## src/rtl/song_player_if.sv

```systemverilog
// Control and status bundle between a song source/controller and song_player.
// The controller drives the song and transport pulses; the player reports progress.
interface song_player_if #(
  parameter int NUM_NOTES = 28,
  parameter int NOTE_W    = 4
);
  logic [NUM_NOTES*NOTE_W-1:0] song_packed;
  logic                        play;
  logic                        pause;
  logic                        stop;
  logic                        loop_en;
  logic [NOTE_W-1:0]           note_code;
  logic [4:0]                  note_idx;
  logic                        speaker;
  logic                        playing;
  logic                        done;

  modport master (
    output song_packed, play, pause, stop, loop_en,
    input  note_code, note_idx, speaker, playing, done
  );

  modport slave (
    input  song_packed, play, pause, stop, loop_en,
    output note_code, note_idx, speaker, playing, done
  );
endinterface

```

## src/rtl/song_player.sv

```systemverilog
// Note sequencer: steps through a latched packed song, one beat per note slot,
// driving a square-wave tone during the note and silence during the trailing gap.
//
// state    | meaning
// S_IDLE   | stopped, speaker low, waiting for play
// S_NOTE   | tone portion of the current slot
// S_GAP    | silent tail of the current slot
// S_PAUSED | frozen; beat_cnt tells whether to resume into NOTE or GAP
module song_player #(
  parameter int CLK_FREQ    = 100_000_000,
  parameter int BEAT_CYCLES = 50_000_000,
  parameter int GAP_CYCLES  = 5_000_000,
  parameter int NUM_NOTES   = 28,
  parameter int NOTE_W      = 4
) (
  input  logic         clk,
  input  logic         rst_n,
  song_player_if.slave bus
);
  localparam int BW = $clog2(BEAT_CYCLES + 1);
  localparam int SW = NUM_NOTES * NOTE_W;
  localparam logic [BW-1:0] TONE_LAST = BW'(BEAT_CYCLES - GAP_CYCLES - 1);
  localparam logic [BW-1:0] SLOT_LAST = BW'(BEAT_CYCLES - 1);
  localparam logic [4:0]    IDX_LAST  = 5'(NUM_NOTES - 1);

  typedef enum logic [1:0] {S_IDLE, S_NOTE, S_GAP, S_PAUSED} state_e;

  state_e            state_q, state_d;
  logic [SW-1:0]     shadow_q, shadow_d;
  logic [BW-1:0]     beat_cnt_q, beat_cnt_d;
  logic [31:0]       tone_cnt_q, tone_cnt_d;
  logic [NOTE_W-1:0] note_code_q, note_code_d;
  logic [4:0]        note_idx_q, note_idx_d;
  logic              speaker_q, speaker_d;
  logic              playing_q, playing_d;
  logic              done_q, done_d;

  logic              slot_end;
  logic              last_note;
  logic [4:0]        next_idx;
  logic [31:0]       half;

  function automatic logic [31:0] half_period(input logic [NOTE_W-1:0] code);
    case (int'(code))
      1:       half_period = 32'(CLK_FREQ / (2 * 262));
      2:       half_period = 32'(CLK_FREQ / (2 * 294));
      3:       half_period = 32'(CLK_FREQ / (2 * 330));
      4:       half_period = 32'(CLK_FREQ / (2 * 349));
      5:       half_period = 32'(CLK_FREQ / (2 * 392));
      6:       half_period = 32'(CLK_FREQ / (2 * 440));
      7:       half_period = 32'(CLK_FREQ / (2 * 494));
      default: half_period = '0;
    endcase
  endfunction

  assign slot_end  = (beat_cnt_q == SLOT_LAST);
  assign last_note = (note_idx_q == IDX_LAST);
  assign next_idx  = last_note ? 5'd0 : note_idx_q + 5'd1;
  assign half      = half_period(note_code_q);

  always_ff @(posedge clk) begin
    if (!rst_n) state_q <= S_IDLE;
    else        state_q <= state_d;
  end

  always_comb begin
    state_d = state_q;
    case (state_q)
      S_IDLE:   if (!bus.stop && bus.play) state_d = S_NOTE;
      S_NOTE: begin
        if (bus.stop)                     state_d = S_IDLE;
        else if (bus.pause)               state_d = S_PAUSED;
        else if (beat_cnt_q == TONE_LAST) state_d = S_GAP;
      end
      S_GAP: begin
        if (bus.stop)                                 state_d = S_IDLE;
        else if (bus.pause)                           state_d = S_PAUSED;
        else if (slot_end && last_note && !bus.loop_en) state_d = S_IDLE;
        else if (slot_end)                            state_d = S_NOTE;
      end
      S_PAUSED: begin
        // beat_cnt is frozen, so its position in the slot recalls NOTE vs GAP
        if (bus.stop)      state_d = S_IDLE;
        else if (bus.play) state_d = (beat_cnt_q > TONE_LAST) ? S_GAP : S_NOTE;
      end
      default:  state_d = S_IDLE;
    endcase
  end

  always_comb begin
    shadow_d    = shadow_q;
    beat_cnt_d  = beat_cnt_q;
    tone_cnt_d  = tone_cnt_q;
    note_code_d = note_code_q;
    note_idx_d  = note_idx_q;
    speaker_d   = 1'b0;
    done_d      = 1'b0;
    playing_d   = (state_d != S_IDLE);
    case (state_q)
      S_IDLE: begin
        if (state_d == S_NOTE) begin
          shadow_d    = bus.song_packed;
          beat_cnt_d  = '0;
          tone_cnt_d  = '0;
          note_idx_d  = 5'd0;
          note_code_d = bus.song_packed[NOTE_W-1:0];
        end
      end
      S_NOTE: begin
        if (state_d == S_NOTE || state_d == S_GAP) beat_cnt_d = beat_cnt_q + 1'b1;
        if (state_d == S_NOTE && half != 32'd0) begin
          if (tone_cnt_q == half - 32'd1) begin
            tone_cnt_d = '0;
            speaker_d  = ~speaker_q;
          end else begin
            tone_cnt_d = tone_cnt_q + 32'd1;
            speaker_d  = speaker_q;
          end
        end
      end
      S_GAP: begin
        if (state_d == S_GAP) begin
          beat_cnt_d = beat_cnt_q + 1'b1;
        end else if (state_d == S_NOTE) begin
          beat_cnt_d  = '0;
          tone_cnt_d  = '0;
          note_idx_d  = next_idx;
          note_code_d = shadow_q[int'(next_idx)*NOTE_W +: NOTE_W];
        end else if (state_d == S_IDLE && !bus.stop) begin
          done_d = 1'b1;
        end
      end
      S_PAUSED: begin
        if (state_d == S_NOTE || state_d == S_GAP) tone_cnt_d = '0;
      end
      default: ;
    endcase
    if (state_d == S_IDLE) begin
      note_code_d = '0;
      note_idx_d  = 5'd0;
    end
  end

  always_ff @(posedge clk) begin
    if (!rst_n) begin
      shadow_q    <= '0;
      beat_cnt_q  <= '0;
      tone_cnt_q  <= '0;
      note_code_q <= '0;
      note_idx_q  <= 5'd0;
      speaker_q   <= 1'b0;
      playing_q   <= 1'b0;
      done_q      <= 1'b0;
    end else begin
      shadow_q    <= shadow_d;
      beat_cnt_q  <= beat_cnt_d;
      tone_cnt_q  <= tone_cnt_d;
      note_code_q <= note_code_d;
      note_idx_q  <= note_idx_d;
      speaker_q   <= speaker_d;
      playing_q   <= playing_d;
      done_q      <= done_d;
    end
  end

  assign bus.note_code = note_code_q;
  assign bus.note_idx  = note_idx_q;
  assign bus.speaker   = speaker_q;
  assign bus.playing   = playing_q;
  assign bus.done      = done_q;
endmodule

```

## src/flat_wrapper.sv

```systemverilog
// flat-port wrapper written by rule: the top's interface ports become plain ports
module song_player_flat 
#(
  parameter int CLK_FREQ    = 100_000_000,
  parameter int BEAT_CYCLES = 50_000_000,
  parameter int GAP_CYCLES  = 5_000_000,
  parameter int NUM_NOTES   = 28,
  parameter int NOTE_W      = 4
)
  (clk, rst_n, bus_song_packed, bus_play, bus_pause, bus_stop, bus_loop_en, bus_note_code, bus_note_idx, bus_speaker, bus_playing, bus_done);
  song_player_if #(.NUM_NOTES(NUM_NOTES), .NOTE_W(NOTE_W)) bus_i ();
  input  logic clk;
  input  logic rst_n;
  input wire logic [$bits(bus_i.song_packed)-1:0] bus_song_packed;
  input wire logic [$bits(bus_i.play)-1:0] bus_play;
  input wire logic [$bits(bus_i.pause)-1:0] bus_pause;
  input wire logic [$bits(bus_i.stop)-1:0] bus_stop;
  input wire logic [$bits(bus_i.loop_en)-1:0] bus_loop_en;
  output wire logic [$bits(bus_i.note_code)-1:0] bus_note_code;
  output wire logic [$bits(bus_i.note_idx)-1:0] bus_note_idx;
  output wire logic [$bits(bus_i.speaker)-1:0] bus_speaker;
  output wire logic [$bits(bus_i.playing)-1:0] bus_playing;
  output wire logic [$bits(bus_i.done)-1:0] bus_done;
  assign bus_i.song_packed = bus_song_packed;
  assign bus_i.play = bus_play;
  assign bus_i.pause = bus_pause;
  assign bus_i.stop = bus_stop;
  assign bus_i.loop_en = bus_loop_en;
  assign bus_note_code = bus_i.note_code;
  assign bus_note_idx = bus_i.note_idx;
  assign bus_speaker = bus_i.speaker;
  assign bus_playing = bus_i.playing;
  assign bus_done = bus_i.done;
  song_player #(.CLK_FREQ(CLK_FREQ), .BEAT_CYCLES(BEAT_CYCLES), .GAP_CYCLES(GAP_CYCLES), .NUM_NOTES(NUM_NOTES), .NOTE_W(NOTE_W)) u_core (.clk(clk), .rst_n(rst_n), .bus(bus_i));
endmodule
```

## config.mk

```make
export PLATFORM = sky130hd
export DESIGN_NAME = song_player_flat
export DESIGN_NICKNAME = d
export VERILOG_FILES = /design/src/rtl/song_player_if.sv /design/src/rtl/song_player.sv /design/src/flat_wrapper.sv
export SDC_FILE = /design/constraint.sdc
export NUM_CORES = 1
export LEC_CHECK = 0
export ABC_AREA = 1
export CAP_MARGIN = 15
export CORE_UTILIZATION = 45
export DETAILED_ROUTE_END_ITERATION = 10
export GPL_TIMING_DRIVEN = 1
export PLACE_DENSITY = 0.64
export SYNTH_ARGS = -nofsm -noshare
export SYNTH_HDL_FRONTEND = slang
export SYNTH_SLANG_ARGS = --single-unit
```

## constraint.sdc

```tcl
create_clock -name clk -period 4.3 [get_ports clk]
set_input_delay 0.43 -clock clk [delete_from_list [all_inputs] [get_ports clk]]
set_output_delay 0.43 -clock clk [all_outputs]
set_load 0.05 [all_outputs]
```

After elaboration in Yosys (flattened, before gate mapping). Cells that the tools add are included.

RAM bits: 0. Bits in latches: 0. Flip-flop bits (word level): 184. Output and inout port bits: 12. Memories: 0. ROM bits: 0.

Multiplexer cells: 33. Order comparisons: 1. Multiply operators: 0. Bitwise gates (word level): 3. $add $sub $neg: 4. Shift-type cells: 1. Div/mod/pow operators: 0. Equality and inequality tests: 22. Reductions and logical operators: 21.

Operators by type and width (number): 32-bit 2-to-1 mux (5); 32-bit one-hot mux with 4 select lines (1); 18-bit one-hot mux with 7 select lines (1); 112-bit by 8-bit indexed part select with 4-bit output (1); 26-bit 2-to-1 mux (3); 26-bit one-hot mux with 3 select lines (1); 26-bit == test (second input constant) (2); 32-bit by 1-bit adder with 32-bit output (second input constant) (1); 32-bit == test (1); 32-bit nonzero test (1); 26-bit by 1-bit adder with 26-bit output (second input constant) (1); 26-bit greater-than comparator (second input constant) (1); 2-bit 2-to-1 mux (11); 5-bit 2-to-1 mux (4); 18-bit by 1-bit subtractor with 19-bit output (second input constant) (1); 4-bit by 3-bit == test with 1-bit output (second input constant) (4); 4-bit 2-to-1 mux (3); 2-bit by 1-bit inequality test with 1-bit output (second input constant) (5); 5-bit one-hot mux with 2 select lines (1); 4-bit by 2-bit == test with 1-bit output (second input constant) (2); 2-bit one-hot mux with 4 select lines (1); 4-bit one-hot mux with 2 select lines (1); 2-bit == test (second input constant) (3); 3-bit AND reduction (2); other kinds (17) (28).

Longest topological paths before layout.
Depth after elaboration: 11. Mapped depth: 28. Depth with buffers taken out: 28.

Worst setup path after synthesis. No wires, ideal clock.

Path kind: register to register. Start: register u_core.note_idx_q[0], in the netlist u_core.bus.note_idx[0]. End: register u_core.beat_cnt_q[14]. Arrival: 3334 ps. Setup slack: 897 ps. Stages on the path, launching flop included: 23. Required time: 4230 ps. Setup time: 70 ps. Cells stage by stage: dfxtp_1 > ha_1 > nand3_1 > nor2_1 > inv_1 > nor2_1 > nand4_1 > nand2_1 > nand2_1 > nand2_1 > nand2_1 > nand2_1 > nand2_1 > inv_1 > ha_1 > nand2_1 > a21oi_2 > inv_1 > nor2_2 > inv_1 > nor3_1 > o21ai_0 > a21oi_1.

Cells in the longest elaborated chain, start to end: 11.

Ends and longest elaborated chain: from (decl) (RTL line song_player.sv:33) `logic [4:0] note_idx_q, note_idx_d;`; from (signal assigned) (RTL line song_player.sv:159) `note_idx_q <= note_idx_d;`; 5-bit == test (*) (RTL line song_player.sv:57) `assign last_note = (note_idx_q == IDX_LAST);`; 1-bit logical AND (*) (2 in series) (RTL line song_player.sv:78) `else if (slot_end && last_note && !bus.loop_en) state_d = S_IDLE;`; 2-bit 2-to-1 mux (*) (RTL line song_player.sv:78); 2-bit 2-to-1 mux (*) (RTL line song_player.sv:77) `else if (bus.pause) state_d = S_PAUSED;`; 2-bit 2-to-1 mux (*) (RTL line song_player.sv:76) `if (bus.stop) state_d = S_IDLE;`; 2-bit one-hot mux with 4 select lines (*) (RTL line song_player.sv:68) `case (state_q)`; net u_core.state_d[0] (RTL line song_player.sv:28) `state_e state_q, state_d;`; 2-bit by 1-bit == test with 1-bit output or 2-bit == test (tied branches); 26-bit 2-to-1 mux or 1-bit logical OR (tied branches); 26-bit 2-to-1 mux or 2-bit by 1-bit inequality test with 1-bit output (tied branches); 26-bit one-hot mux with 3 select lines or 2-bit AND reduction (tied branches); to (signal assigned) (RTL line song_player.sv:156) `beat_cnt_q <= beat_cnt_d;`; to (decl) (RTL line song_player.sv:30) `logic [BW-1:0] beat_cnt_q, beat_cnt_d;`.

The timed path passes the listed nets; every way through them passes the cells marked *. A chain may end at the register's enable or synchronous reset.

Worst setup path in the final report.
Start: register u_core.note_idx_q[0], in the netlist u_core.bus.note_idx[0]. End: register u_core.beat_cnt_q[4].

Same word-level chain as after synthesis.

==> results.json <==
{
  "end_kind": "flop",
  "fin_hold_ws_ps": 456,
  "fmax_ghz": 0.256,
  "yosys_warnings": 0,
  "finalHoldViolations": 0,
  "outcome": "complete, no violations",
  "fin_crit_ps": 3910,
  "yosysTopAreaCell": "dfxtp_1",
  "finalCritPeriodShare_pct": 90.9,
  "ys_seq_elements": 184,
  "ctsRootBufferMaster": "clkbuf_16",
  "die_h_um": 153,
  "power_mw": 4.22,
  "drt-initial-drc-count": 840,
  "yosys.area_share.xor_xnor_pct": 1.78,
  "dp_hpwl_mm": 21.4,
  "synth_edf_count": 0,
  "critPathLaunch": "u_core.bus.note_idx[0]",
  "cts_tree": "yes",
  "coreArea_um2": 22600,
  "rsz0062_at_grt": "no",
  "post-route-util_pct": 54.6,
  "power.density_nw_per_um2": 342,
  "die_area_um2": 23500,
  "ys_async_sr_fraction_pct": 0,
  "cts_hold_buf": 0,
  "fill_cells": 2271,
  "endpoint": "u_core.beat_cnt_q[4]",
  "r2r_start": "u_core.bus.note_idx[0]",
  "path_max_fanout": 16,
  "syn_area_um2": 10300,
  "maxSlewViolCount": 0,
  "port_buffers": 129,
  "clockBufferDepth": 2,
  "worst_hold_path_type": "flop to flop",
  "grt_max_degree": 160,
  "drcViolationCount": 0,
  "nNetsFinal": 1803,
  "synth_top_family_by_area": "simple AND/OR/NAND/NOR gates",
  "slew_headroom_pct": 37.0,
  "rows": 55,
  "p_leak_nw": 5.01,
  "synthAdderAreaFrac_pct": 1.46,
  "gp_congestion": 0.901,
  "synth.distinct_cells": 50,
  "cts.sinks": 184,
  "cts_resized": 0,
  "setup_violations": 0,
  "synthTopCellsByArea": "dfxtp_1 36%, nand2_1 11%, nor2_1 8.4%, o21ai_0 8.0%, inv_1 6.3%",
  "dr_total_vias": 10600,
  "cp.arrival_ps": 4240,
  "mostFrequentLayoutCell": "nand2_1",
  "cts_buffers": 17,
  "synthCells": 1585,
  "via_per_inst": 5.36,
  "stdcell_count": 1972,
  "path_clk_slew_ps": 70,
  "boundaryPins": 130,
  "antenna_found_initial": 1,
  "layout-drive-gt1-share_pct": 6.64,
  "path_class": "flop to flop",
  "dp_cells": 1939,
  "final_cell_mix": "308 x nand2_1, 231 x nor2_1, 184 x dfxtp_1",
  "initial_core_util_pct": 45.7,
  "drt_wl_total_mm": 30.2,
  "cap_violations": 0,
  "fin_skew_ps": 19.8,
  "die_x_um": 153,
  "h-tree-depth": 4,
  "reg2reg_depth": 23,
  "grt_pass1_vias": 9556,
  "yosys_most_used_dff": "dfxtp_1",
  "grt.overflow.total": 0,
  "yosys-mux-area-fraction_pct": 0,
  "post_drt_wl_per_cell_um": 15.3,
  "post_cts_buffers": 0,
  "grt_pass1_wl_mm": 49.4,
  "r2r_end": "u_core.beat_cnt_q[4]",
  "areaGrowthSynthToFinish_pct": 19.5,
  "r2r_setup_slack_ps": 390,
  "required_ps": 4630,
  "seq_area_frac_synth_pct": 35.7,
  "syn_nets": 1715,
  "finalSetupTns_ps": 0,
  "tightest_slew_ps": 944,
  "grt_usage_pct": 26.0,
  "detail-route-antenna-nets": 0,
  "startpoint_type": "flop",
  "max-vdd-ir-drop_v": 0.000324,
  "worstSkewPairLatency_ps": 440,
  "dr.pass1.iters": 5,
  "synth_top_area_share_pct": 35.7,
  "syn_avg_cell_area_um2": 6.51,
  "synth-compound-area-share_pct": 18.9,
  "synth_simple_gate_area_share_pct": 32.2
}
## synthesized netlist by cell type (all sizes together), types with 3 or more instances
master  count
clkbuf     49
inv       183
a31oi       3
nand3     113
nor2      264
a21oi     112
nand4      27
o211ai     46
nor3       27
a311oi      3
or2         4
nor4        4
o22ai       3
ha         12
dfxtp     184
nand2     317
xor2       20
nand3b      3
and3        3
a211oi      5
o21ai     166
buf        22
## critical path, stage by stage (launching register included)
cell and delay (ps):
dfxtp_1 510, ha_1 270, nand3_1 120, nor2_1 300, inv_1 160, nor2_1 120
nand4_1 100, nand2_1 90, nand2_1 50, nand2_1 50, nand2_1 50, nand2_1 70
nand2_1 80, inv_1 100, ha_1 180, nor2_1 80, inv_1 90, nand2_1 60
a21oi_2 430, inv_1 390, o21ai_0 280, o41ai_1 120, nand2_1 70, inv_1 40
## power breakdown
part | internal [mW] | switching [mW] | leakage (nW) | total, mW
clock | 0.835 | 0.777 | 0.297 | 1.61
sequential | 1.83 | 0.0611 | 1.51 | 1.89
combinational | 0.275 | 0.435 | 3.21 | 0.710
## worst min-delay path by stage
stage	depth (start not counted)	end	slack (ps)	start
2_1_floorplan	2	u_core.shadow_q[40]	430	u_core.shadow_q[40]
5_1_grt	2	u_core.shadow_q[44]	470	u_core.shadow_q[44]
3_5_place_dp	2	u_core.shadow_q[78]	450	u_core.shadow_q[78]
3_3_place_gp	2	u_core.shadow_q[52]	440	u_core.shadow_q[52]
6_report	2	u_core.shadow_q[14]	460	u_core.shadow_q[14]
4_1_cts	2	u_core.shadow_q[44]	460	u_core.shadow_q[44]
## stage by stage
stage / instance area [um2] / setup slack, ps
floorplan: 10300 / 897
global placement: 11700 / 617
detailed placement: 11700 / 499
CTS: 12300 / 440
global route: 12300 / 84.6
finish: 12300 / 390
## sequential cells by signal, indices dropped and copies added, names as in the netlist
register	count
u_core.beat_cnt_q	26
u_core.bus.done	1
u_core.bus.note_code	4
u_core.bus.note_idx	5
u_core.bus.playing	1
u_core.bus.speaker	1
u_core.shadow_q	112
u_core.state_q	2
u_core.tone_cnt_q	32
## area by class of cell
cell class / count / area (um2) / area share (%)
flip-flops and latches: 184 / 3680 / 29.9
inverters: 184 / 691 / 5.60
diodes: 1 / 2.50 / 0.0203
well taps: 285 / 357 / 2.89
clock buffers: 17 / 425 / 3.45
clock inverters: 15 / 176 / 1.43
multi-input cells: 1146 / 5610 / 45.5
repair buffers: 140 / 1380 / 11.2
## routing by layer
metal  routed length (um)  vias up  part of all wire (%)  global-route usage [%]
li1                     -     5381                     -                       -
met1                14900     4824                    49                    37.9
met5                    0        -                     0                       0
met3                 1880       27                   6.2                    4.31
met4                  359        0                   1.2                    5.57
met2                13100      336                    43                    39.9
## cell families after synthesis
logic type | after synthesis
buffers and inverters | 255
DFF | 184
xor gates and xnor gates | 21
AOI/OAI and AO/OA | 349
adders and majority gates | 12
and+or+nand+nor | 764
Note: power is estimated with default switching activity, not from simulation.
